`src/rtl/pixel_tot_buffer.sv`:
```
// Per-pixel Time-over-Threshold capture with a one-hot latency buffer.
// Leading/trailing edges of the masked, armed discriminator are found with a
// two-stage pipeline. ToT is counted in Clk cycles and written into the slot
// that was selected by LeAddr at the leading edge. The all-ones code marks an
// empty slot, so the counter saturates one below it.
module pixel_tot_buffer #(
  parameter int MEM   = 4,
  parameter int TOT_W = 4
) (
  input  logic             Clk,
  input  logic             Reset,
  input  logic             Disc,
  input  logic             Mask,
  input  logic             BinMode,
  input  logic [MEM-1:0]   LeAddr,
  input  logic             LE,
  input  logic [MEM-1:0]   Read,
  output logic             WriteLe,
  output logic             Busy,
  output logic             HitLost,
  output logic [TOT_W-1:0] Data
);

  localparam logic [TOT_W-1:0] NO_HIT  = '1;
  localparam logic [TOT_W-1:0] TOT_MAX = ~TOT_W'(1);

  logic             d1_q;
  logic             d2_q;
  logic             arm_q;
  logic [TOT_W-1:0] cnt_q;
  logic [MEM-1:0]   addr_q;
  logic             busy_q;
  logic             hit_lost_q;
  logic [TOT_W-1:0] slot_q [MEM];

  logic disc_raw;
  logic disc_eff;
  logic write_le;
  logic te;
  logic te_wr;
  logic le_onehot;
  logic alloc;

  assign disc_raw  = Disc & ~Mask;
  assign disc_eff  = disc_raw & arm_q;
  assign write_le  = d1_q & ~d2_q;
  assign te        = d2_q & ~d1_q;
  assign te_wr     = te & busy_q;
  assign le_onehot = (LeAddr != '0) && ((LeAddr & (LeAddr - 1'b1)) == '0);
  // A successful allocation protects the selected slot from a same-cycle clear.
  assign alloc     = write_le & le_onehot;

  assign WriteLe = write_le;
  assign Busy    = busy_q;
  assign HitLost = hit_lost_q;

  // Edge-detect pipeline; arm stays low until Disc has been seen low once,
  // so a Disc held high across reset release cannot fake a leading edge.
  always_ff @(posedge Clk) begin
    if (Reset) begin
      d1_q  <= 1'b0;
      d2_q  <= 1'b0;
      arm_q <= 1'b0;
    end else begin
      d1_q <= disc_eff;
      d2_q <= d1_q;
      if (!disc_raw) arm_q <= 1'b1;
    end
  end

  // Hit bookkeeping: slot allocation, saturating ToT counter, Busy and HitLost.
  always_ff @(posedge Clk) begin
    if (Reset) begin
      cnt_q      <= '0;
      addr_q     <= '0;
      busy_q     <= 1'b0;
      hit_lost_q <= 1'b0;
    end else begin
      hit_lost_q <= 1'b0;
      if (write_le) begin
        if (le_onehot) begin
          addr_q <= LeAddr;
          cnt_q  <= '0;
          busy_q <= 1'b1;
        end else begin
          hit_lost_q <= 1'b1;
          addr_q     <= '0;
        end
      end else if (d1_q && (cnt_q != TOT_MAX)) begin
        cnt_q <= cnt_q + 1'b1;
      end
      if (te_wr) busy_q <= 1'b0;
    end
  end

  // Latency-buffer slots: trailing-edge write beats a clear to the same slot.
  always_ff @(posedge Clk) begin
    if (Reset) begin
      for (int k = 0; k < MEM; k++) slot_q[k] <= NO_HIT;
    end else begin
      for (int k = 0; k < MEM; k++) begin
        if (te_wr && addr_q[k]) begin
          slot_q[k] <= BinMode ? '0 : cnt_q;
        end else if (LE && LeAddr[k] && !alloc) begin
          slot_q[k] <= NO_HIT;
        end
      end
    end
  end

  // Read port: OR of every selected slot, no arbitration.
  always_comb begin
    Data = '0;
    for (int k = 0; k < MEM; k++) begin
      if (Read[k]) Data = Data | slot_q[k];
    end
  end

endmodule

```
`config.mk`:
```
export PLATFORM = sky130hd
export DESIGN_NAME = pixel_tot_buffer
export DESIGN_NICKNAME = d
export VERILOG_FILES = /design/src/rtl/pixel_tot_buffer.sv
export SDC_FILE = /design/constraint.sdc
export NUM_CORES = 1
export LEC_CHECK = 0
export ABC_AREA = 1
export CAP_MARGIN = 20
export CORE_UTILIZATION = 41
export CTS_CLUSTER_DIAMETER = 40
export CTS_CLUSTER_SIZE = 40
export DETAILED_ROUTE_END_ITERATION = 6
export PLACE_DENSITY = 0.69
export SYNTH_ARGS = -nofsm -noshare
export SYNTH_HDL_FRONTEND = slang
export SYNTH_SLANG_ARGS = --single-unit
```
`constraint.sdc`:
```
create_clock -name Clk -period 1.2 [get_ports Clk]
set_input_delay 0.24 -clock Clk [delete_from_list [all_inputs] [get_ports Clk]]
set_output_delay 0.24 -clock Clk [all_outputs]
set_load 0.1 [all_outputs]
```
Yosys cells after proc, flatten, opt, wreduce, memory -nomap -nowiden:

Memory sizes are Yosys's and may differ from the RTL's.
Index checks and enable logic that the tools add are counted.

* register bits: 13
* bits in latches: 0
* memory bits (writable): 16
* memory bits (read-only): 0
* input port bits: 14
* output and inout bits: 7
* logic and storage cells: 104
* memories: 1

* $add $sub $neg: 2
* multiply operators: 0
* div/mod/pow operators: 0
* magnitude comparators: 0
* eq/ne operators: 2
* shift-type cells: 0
* multiplexer cells: 48
* bitwise gates (word level): 22
* reductions and logical operators: 22

Memory list
* slot_q: words 4, width 4, rd ports 4, clocked after memory_dff 0, write ports 4, RTL line 34 `logic [TOT_W-1:0] slot_q [MEM];`

Operators with widths (count)
* two-way mux 4 bit: 17
* two-way mux 1 bit: 31
* logical AND 1 bit: 14
* OR 4 bit: 3
* OR 1 bit: 8
* AND 1 bit: 6
* adder 4 x 1 -> 4 bit, second input constant: 1
* AND 4 bit: 1
* logical NOT 4 bit: 1
* inequality test 4 bit, second input constant: 1
* NOT 1 bit: 4
* AND reduction 2 bit: 2
* nonzero test 4 bit: 1
* OR reduction 2 bit: 2
* subtractor 4 x 1 -> 4 bit, second input constant: 1
* inequality test 2 x 1 -> 1 bit, second input constant: 1
* nonzero test 2 bit: 1
* logical NOT 1 bit: 1

Depth between registers and ports, before layout:

* depth in word-level cells: 12
* depth in mapped cells: 7
* mapped depth without buffers: 7

Least setup slack after synthesis:

OpenSTA, ideal clock, no wires.

* path kind: register to register
* from: reg busy_q, in the netlist Busy
* to: mem slot_q[0][0] (enable)
* library setup time: 0.312 ns
* arrival time: 1.474 ns
* required time: 0.888 ns
* slack: -0.586 ns
* stages on the path, launching flop included: 5
* path buffers: 0
* clock period less this slack: 1.786 ns
* cells stage by stage: dfxtp_1 -> nand2_2 -> nor2_4 -> nand2_1 -> nand3_1

RTL lines
* from (decl): RTL line 32 `logic busy_q;`
* from (signal assigned): RTL line 76 `busy_q <= 1'b0;`
* from (signal assigned): RTL line 84 `busy_q <= 1'b1;`
* from (signal assigned): RTL line 92 `if (te_wr) busy_q <= 1'b0;`
* to (decl): RTL line 34

==> flow_summary_export.csv <==
group,metric,value,unit
critical_path,critPathLaunchType,"register",
sta,worst_pin_slew,403,ps
worst_hold_path,worstHoldPathType,"input pin to register",
power_and_ir_drop,p_seq_frac,0.556,
sta,max_freq,723,MHz
synth,syn-num-nets,168,
sta,period_share,1.15,
power_and_ir_drop,cellPowerDensity,882,mW/mm^2
power_and_ir_drop,p_switching,0.000498,W
clock_tree,root_buffer,"clkbuf_4",
critical_path,worst-path-max-fanout,1,
power_and_ir_drop,switching_share,0.264,
route,via_per_inst,4.87,
place,gp_congestion,0.832,
sta,finalHoldViolCount,0,
global_routing,grt_overflow_total,0,
clock_tree,clock-sinks,29,
synth,syn_inst,152,
route,dr_total_vias,1203,
floorplanning,die_width,59.4,um
floorplanning,dieArea,0.00353,sq mm
clock_tree,cts_buffers,5,
global_routing,antenna_found_initial,0,
power_and_ir_drop,p_leak,0.890,nW
synth,yosys_warnings,0,
clock_tree,clock_latency,330,ps
layout,final_common_cell,"nand2_1",
power_and_ir_drop,p_comb_frac,0.150,
clock_tree,cts_tree,"built",
layout,fillCellCount,221,
critical_path,worst_setup_path_end_kind,"output port",
layout,fin_nets,218,
synth,ys_async_sr_fraction,0,
route,routed_wl,3.15,mm
place,dpl.hpwl,2.35,mm
power_and_ir_drop,intPower,0.00139,W
critical_path,required,960,ps
synth,synth_edf_count,16,
layout,layout.cells.non_filler,247,
power_and_ir_drop,pwr-share-clk,0.294,
sta,fin_crit,1380,ps
clock_tree,hold_buffers,0,
sta,setup_ws,-184,ps
place,place_ws,-532,ps
floorplanning,num_rows,20,
synth,synth.cell_area,0.00135,sq mm
power_and_ir_drop,ir_worst_vdd,0.597,mV
job,maxCapViolations,0,
floorplanning,die_h,59.4,um
synth,avgSynthCellArea,8.88,sq um
layout,final_cell_mix,"49 x nand2_1, 18 x buf_4, 16 x edfxtp_1",
critical_path,arrival,1140,ps
global_routing,grt_pass1_wl,5.23,mm
outcome,violations,"negative setup slack",
synth,synth-main-ff-cell,"edfxtp_1",
clock_tree,htree_levels,2,
route,drcViolationCount,0,
critical_path,criticalPathCategory,"register to output port",
place,placed_cells,234,
layout,fin_util,0.697,
global_routing,grt_util_all_layers,0.205,
sta,setup_viol,37,
clock_tree,cts.clk_slew.worst_paths,100,ps
layout,drive_gt1_frac,0.384,
synth,seq_area_frac_synth,0.549,
clock_tree,clk_path_buf_depth,2,
layout,area_growth,58.9,%
floorplanning,io_pins,21,
power_and_ir_drop,power,0.00189,W
sta,drv_slew,0,
floorplanning,coreArea,0.00308,sq mm
global_routing,grt_pass1_vias,1211,
route,drt_iter0_markers,32,
route,wl_per_cell,12.8,um
sta,fin_skew,11.6,ps
synth,ys_ff_latch,29,
route,ant_nets,0,
place,place.port_buffers,20,
global_routing,grt_max_degree,11,
sta,rsz0062_at_grt,"yes",
outcome,status,"finished with violations",
layout,antennaDiodeCount,0,
route,drt-pass1-iter-count,4,
synth,synth_cell_types,22,
floorplanning,start_util,0.439,
sta,relSlewSlack,0.731,
==> through the flow <==
stage / area, sq um / setup TNS (ps) / hold WS (ps)
2_1_floorplan: 1450 / -7320 / 307
3_3_place_gp: 1910 / -12560 / 423
3_5_place_dp: 1910 / -14070 / 442
4_1_cts: 2090 / -3170 / 383
5_1_grt: 2140 / -4760 / 400
6_report: 2140 / -2670 / 392
==> flip-flops by register name (all words and copies together) (netlist names) <==
signal,cells
HitLost,1
slot_q,16
d2_q,1
addr_q,4
arm_q,1
cnt_q,4
d1_q,1
Busy,1
==> cells in the mapped netlist (2+ instances only) <==
library cell  count  area [sq um]
a21oi_1          10          50.1
nor2_2            4          25.0
nor2_1            2          7.51
nand3_1          12          60.1
nand4_1           8          50.1
ha_1              2          25.0
dfxtp_1          13           260
o21ai_0           3          15.0
nand2_1          56           210
edfxtp_1         16           480
inv_1            15          56.3
==> worst paths after layout <==
path	slack [ps]	startpoint	endpoint	depth (start not counted)
max	-180	slot_q[2][0]	Data[0]	3
min	390	LeAddr[2]	addr_q[2]	3
max reg2reg	-120	d1_q	slot_q[1][1]	5
min reg2reg	460	arm_q	d1_q	2
==> cells by family (layout without fill, tap and decap cells) <==
family / after synthesis / count (layout) / synth area share
AO/OA/AOI/OAI: 14 / 14 / 0.0575
AND/OR/NAND/NOR: 90 / 90 / 0.323
flip-flops: 29 / 29 / 0.549
buffers and inverters: 16 / 67 / 0.0454
XOR/XNOR: 1 / 1 / 0.00649
adder cells (fa/ha/maj): 2 / 2 / 0.0185
==> routing by layer <==
metal | GRT usage | up-vias | wire (um)
li1 | - | 612 | -
met1 | 0.228 | 563 | 1280
met2 | 0.364 | 23 | 1720
met3 | 0.0611 | 5 | 113
met4 | 0.0816 | 0 | 44
met5 | 0 | - | 0
==> worst max-delay path, stage by stage (launching register included) <==
cell	delay (ps)
edfxtp_1	380
nand2_1	70
nand4_1	160
buf_12	210
==> final cells by class <==
type,instances,area (sq um),area share
clock buffers,6,41.3,0.0193
multi-input cells,107,762,0.355
inverters,15,58.8,0.0274
clock inverters,2,10.0,0.00467
flip-flops and latches,29,751,0.350
well taps,44,55.1,0.0257
repair buffers,44,467,0.218
==> timing repair <==
action	CTS	global route
setup endpoints to repair	27	43
pin swaps	23	12
buffers inserted	4	1
resized for setup	28	14
==> power by group through the flow <==
| stage | clock (W) | combinational [W] | sequential [W] |
|---|---|---|---|
| 6_report | 0.000556 | 0.000283 | 0.00105 |
| 5_1_grt | 0.000622 | 0.000304 | 0.00105 |
| 3_5_place_dp | 0 | 0.000257 | 0.00107 |
| 4_1_cts | 0.000577 | 0.000277 | 0.00105 |
| 3_3_place_gp | 0 | 0.000252 | 0.00107 |
| 2_1_floorplan | 0 | 0.000112 | 0.00108 |
(Power assumes the default switching activity.)
==> edit 1, RTL diff (config.mk and constraints unchanged) <==
Put a register stage on the output `Data`. The value now appears one clock later. The other outputs are not delayed to match.
--- a/src/rtl/pixel_tot_buffer.sv
+++ b/src/rtl/pixel_tot_buffer.sv
@@ -23,6 +23,8 @@
 
   localparam logic [TOT_W-1:0] NO_HIT  = '1;
   localparam logic [TOT_W-1:0] TOT_MAX = ~TOT_W'(1);
+
+  logic [TOT_W-1:0] Data_d;
 
   logic             d1_q;
   logic             d2_q;
@@ -110,10 +112,14 @@
 
   // Read port: OR of every selected slot, no arbitration.
   always_comb begin
-    Data = '0;
+    Data_d = '0;
     for (int k = 0; k < MEM; k++) begin
-      if (Read[k]) Data = Data | slot_q[k];
+      if (Read[k]) Data_d = Data_d | slot_q[k];
     end
+  end
+
+  always_ff @(posedge Clk) begin
+    Data <= Data_d;
   end
 
 endmodule
Behaviour: not the same (Yosys sat finds a counterexample within 4 cycles, from zero or initial values and one cycle with Reset high).
==> edit 1 against the unedited design <==
The run still ends with negative setup slack left. Area after synthesis up 5.9%. Setup slack improved by 0.078 ns. First-iteration DRC count increased by 6.3%. Non-clock buffer count down 2. Via count grew 3.7%. Design area increased by 0.99%. Sequential cell count rose by 4. Power grew 11%. Clock skew is 0.0076 ns lower. Sequential power up 13%. Wire length decreased by 3.9%.
==> edit 1: results (changes against the unedited design) <==
status finished with violations; failing checks negative setup slack; final design utilization 64.90% (-4.8 points); met2 Use GR 33.39% (-3.1 points); Placement Setup Slack -0.5118 ns (+0.01991 ns); first-pass GRT wire length 4.940 mm (-5.5%); met1 wire length 1.213 mm (-4.9%); crit-path max cell delay 0.34 ns (-0.04 ns); CP max stage cell dfxtp_2; sequential share of the synthesized area 57.39% (+2.5 points); drt total wl 3.030 mm (-3.9%); placed wire-length estimate 2.375 mm (+1.2%); Synth top cells by count 56 x nand2_1, 17 x dfxtp_1, 16 x edfxtp_1; worst setup margin -0.1058 ns (+0.07791 ns); vias per cell 4.968 (+2.0%); placed instance count 238 (+1.7%); initial drt markers 34 (+6.3%); hold slack 0.4336 ns (+0.04154 ns); fillcell total 278 (+26%); XOR/XNOR Fraction of Synth Area 0.6124% (-0.036 points); Synth Area in Compound Gates 5.424% (-0.32 points); M3 GR Usage 5.462% (-0.65 points); Main synth FF type dfxtp_1; largest cells by area after synthesis edfxtp_1 34%, dfxtp_1 24%, nand2_1 15%; # nets final 220 (+0.92%); Adder-Cell Fraction of Synth Area 1.750% (-0.10 points); Crit Path Max Fanout 2 (+1); total number of vias 1247 (+3.7%); post-route clock skew 0.003959 ns (-0.007605 ns); Worst Path Arrival 1.07 ns (-0.07 ns); FF-to-FF setup slack -0.09 ns (+0.03 ns); FF-to-FF path depth 6 (+1); Setup Viol. Count Final 38 (+2.7%); share of total power in combinational logic 13.6% (-1.4 points)
## edit 1: cell count changes in the layout (fill, tap and decap cells not counted), sizes merged
cell	before	now
dlymetal6s2s	1	0
dlygate4sd2	7	4
clkdlybuf4s50	5	9
dfxtp	13	17
buf	31	29
## edit 1: power groups by stage
stage | Combinational [mW] | Sequential (mW) | Clock, mW
after global routing | 0.308 | 1.19 | 0.705
after detailed placement | 0.259 | 1.22 | 0
after global placement | 0.250 | 1.22 | 0
final | 0.286 | 1.19 | 0.632
after floorplan | 0.0837 | 1.25 | 0
after CTS | 0.281 | 1.19 | 0.643
## edit 1: path summary, 6_finish.rpt
| kind | start | end |
|---|---|---|
| min | Disc | d1_q |
| max reg2reg | d2_q | slot_q[1][2] |
| max | d2_q | WriteLe |
| min reg2reg | arm_q | d1_q |
## edit 1: area by class of cell
type                       count  share of cell area, %
sequential                    33                  38.36
multi-input combinational    107                  32.99
timing repair buffer          42                  20.39
clock inverter                 2                 0.4044
tap                           46                  2.657
clock buffer                   6                  2.369
inverter                      15                  2.831
==> edit 2, RTL diff (config.mk and constraints unchanged) <==
Made on the original files. Set the parameter `MEM` to 8 (it was 4).
--- a/src/rtl/pixel_tot_buffer.sv
+++ b/src/rtl/pixel_tot_buffer.sv
@@ -4,7 +4,7 @@
 // that was selected by LeAddr at the leading edge. The all-ones code marks an
 // empty slot, so the counter saturates one below it.
 module pixel_tot_buffer #(
-  parameter int MEM   = 4,
+  parameter int MEM   = 8,
   parameter int TOT_W = 4
 ) (
   input  logic             Clk,
Ports: changed (resized LeAddr and Read); port bits go from 21 to 29. No check against the original RTL was run, so the function may have changed too.
==> edit 2 against the unedited design <==
The run still ends with negative setup slack left. Design area rose by 76%. Power is 83% higher. Non-clock buffer count rose by 28. Critical path type unchanged. Area after synthesis increased by 66%. Setup slack got worse by 0.33 ns. Sequential share of layout area down 0.32 points. Wire length up 85%. Die area up 64%. Critical path depth increased by 2. Sequential cell count grew 20.
==> edit 2: results (changes against the unedited design) <==
status finished with violations; # nets final 351 (+61%); Synthesized Nets 277 (+65%); CP max stage cell edfxtp_1; H-tree levels 2 (unchanged); Yosys warnings 0 (unchanged); wire per inst 14.65 um (+15%); failing checks negative setup slack; Worst IR Drop VDD 0.6451 mV (+8.1%); pin count of the biggest net entering global routing 20 (+9); Setup Viol. Count Final 58 (+57%); Main synth FF type edfxtp_1; Synth top cells by count 81 x nand2_1, 40 x nand3_1, 32 x edfxtp_1; gpl congestion 0.8300 (-0.19%); Root Buffer clkbuf_8; Post-synth EDFFs 32 (+16); clock latency on the worst-skew pair 0.30 ns (-0.03 ns); clock slew at reported path FFs around 0.09 ns; placed wire-length estimate 3.858 mm (+64%); first-pass GRT wire length 9.018 mm (+72%); Crit Path Max Fanout 1 (unchanged); worst setup margin -0.5152 ns (-0.3315 ns); Async S/R FF share, synth 0% (unchanged); kind of cell adding the most delay to the critical path flip-flops; DRT Pass-1 Iters 4 (unchanged); Leakage 1.437 nW (+61%); Max Buffers Root-to-Sink 2 (unchanged); initial drt markers 134 (+320%); relative slew slack 81.43% (+8.4 points); initial antenna violation count 0 (unchanged); largest cells by area after synthesis edfxtp_1 43%, dfxtp_1 15%, nand2_1 14%; FF-to-FF path depth 7 (+2); post-synth cell types 25 (+14%); hold depth 4 (+1); Pint 2.637 mW (+89%); Top Registers slot_q (32), addr_q (8), cnt_q (4); # port buffers 28 (+40%); total number of vias 2042 (+70%); Hold WC Path Type in2reg; Inserted Clock Buffers 5 (unchanged); Area after DPL 3234 sq um (+69%); sequential share of the synthesized area 57.91% (+3.0 points); Antenna diodes 0 (unchanged); crit-path max cell delay 0.39 ns; Worst Path Arrival 1.48 ns (+0.34 ns); GRT Util Overall 19.87% (-0.64 points); share of post-route cells with drive strength above 1 46.34% (+7.9 points); post-route clock skew 0.007439 ns (-0.004125 ns)
## edit 2: layout make-up
cell class | instances | area [sq um]
Multi-Input combinational cell | 180 | 1375
Clock buffer | 5 | 68.82
Clock inverter | 3 | 46.29
Fill cell | 353 | 1431
Timing Repair Buffer | 72 | 798.3
Tap cell | 70 | 87.58
Inverter | 19 | 88.84
Sequential cell | 49 | 1309
## edit 2: layer usage
layer / vias up / routed length [um] / part of all wire [%] / global-route usage [%]
met5: - / 0 / 0 / 0
met4: 0 / 161 / 2.8 / 7.885
met3: 14 / 190 / 3.3 / 4.072
met2: 52 / 3042 / 52 / 35.18
met1: 953 / 2435 / 42 / 23.58
li1: 1023 / - / - / -
## edit 2: worst paths after layout
| check | end | slack [ns] | from |
|---|---|---|---|
| worst max-delay path | Data[1] | -0.52 | slot_q[0][1] |
| worst min-delay path | addr_q[1] | 0.33 | LeAddr[1] |
| worst max register to register | slot_q[1][8] | -0.10 | d1_q |
| worst min register to register | d1_q | 0.44 | arm_q |
## edit 2: cells by family (layout without fill, tap and decap cells)
logic type               count (synthesis)  count (layout)  synth area share, %
AO/OA/AOI/OAI                           25              25                6.570
buffers and inverters                   25              99                4.677
AND/OR/NAND/NOR                        151             152                29.34
flip-flops                              49              49                57.91
XOR/XNOR                                 1               1               0.3898
adder cells (fa/ha/maj)                  2               2                1.113
## edit 2: metrics by stage
| stage | setup TNS, ns | instances | worst slack [ns] | hold slack, ns |
|---|---|---|---|---|
| 2_1_floorplan | -11.52 | 253 | -0.6060 | 0.3170 |
| 3_3_place_gp | -45.61 | 378 | -0.8009 | 0.4298 |
| 3_5_place_dp | -48.01 | 378 | -0.8457 | 0.4344 |
| 4_1_cts | -2.719 | 395 | -0.5262 | 0.3346 |
| 5_1_grt | -8.084 | 398 | -0.6031 | 0.3409 |
| 6_report | -3.496 | 398 | -0.5152 | 0.3321 |
## edit 2: power by group through the flow
stage	registers (mW)	logic, mW	clock network (mW)
final	1.83	0.443	1.18
after global routing	1.83	0.479	1.26
after CTS	1.83	0.393	1.19
after detailed placement	1.87	0.360	0
after global placement	1.87	0.353	0
after floorplan	1.87	0.170	0
## edit 2: worst register-to-register path, cell delays in order (launching register included)
cell	delay, ns
dfxtp_2	0.34
inv_4	0.08
nand3_4	0.09
inv_8	0.11
nand2_4	0.05
buf_4	0.13
buf_4	0.12
nand3_2	0.09
## edit 2: timing repair
item	4_1_cts	5_1_grt
setup buffers	9	3
pin swaps	36	32
endpoints found under the setup margin	79	84
resized for setup	74	54
cloned	0	1
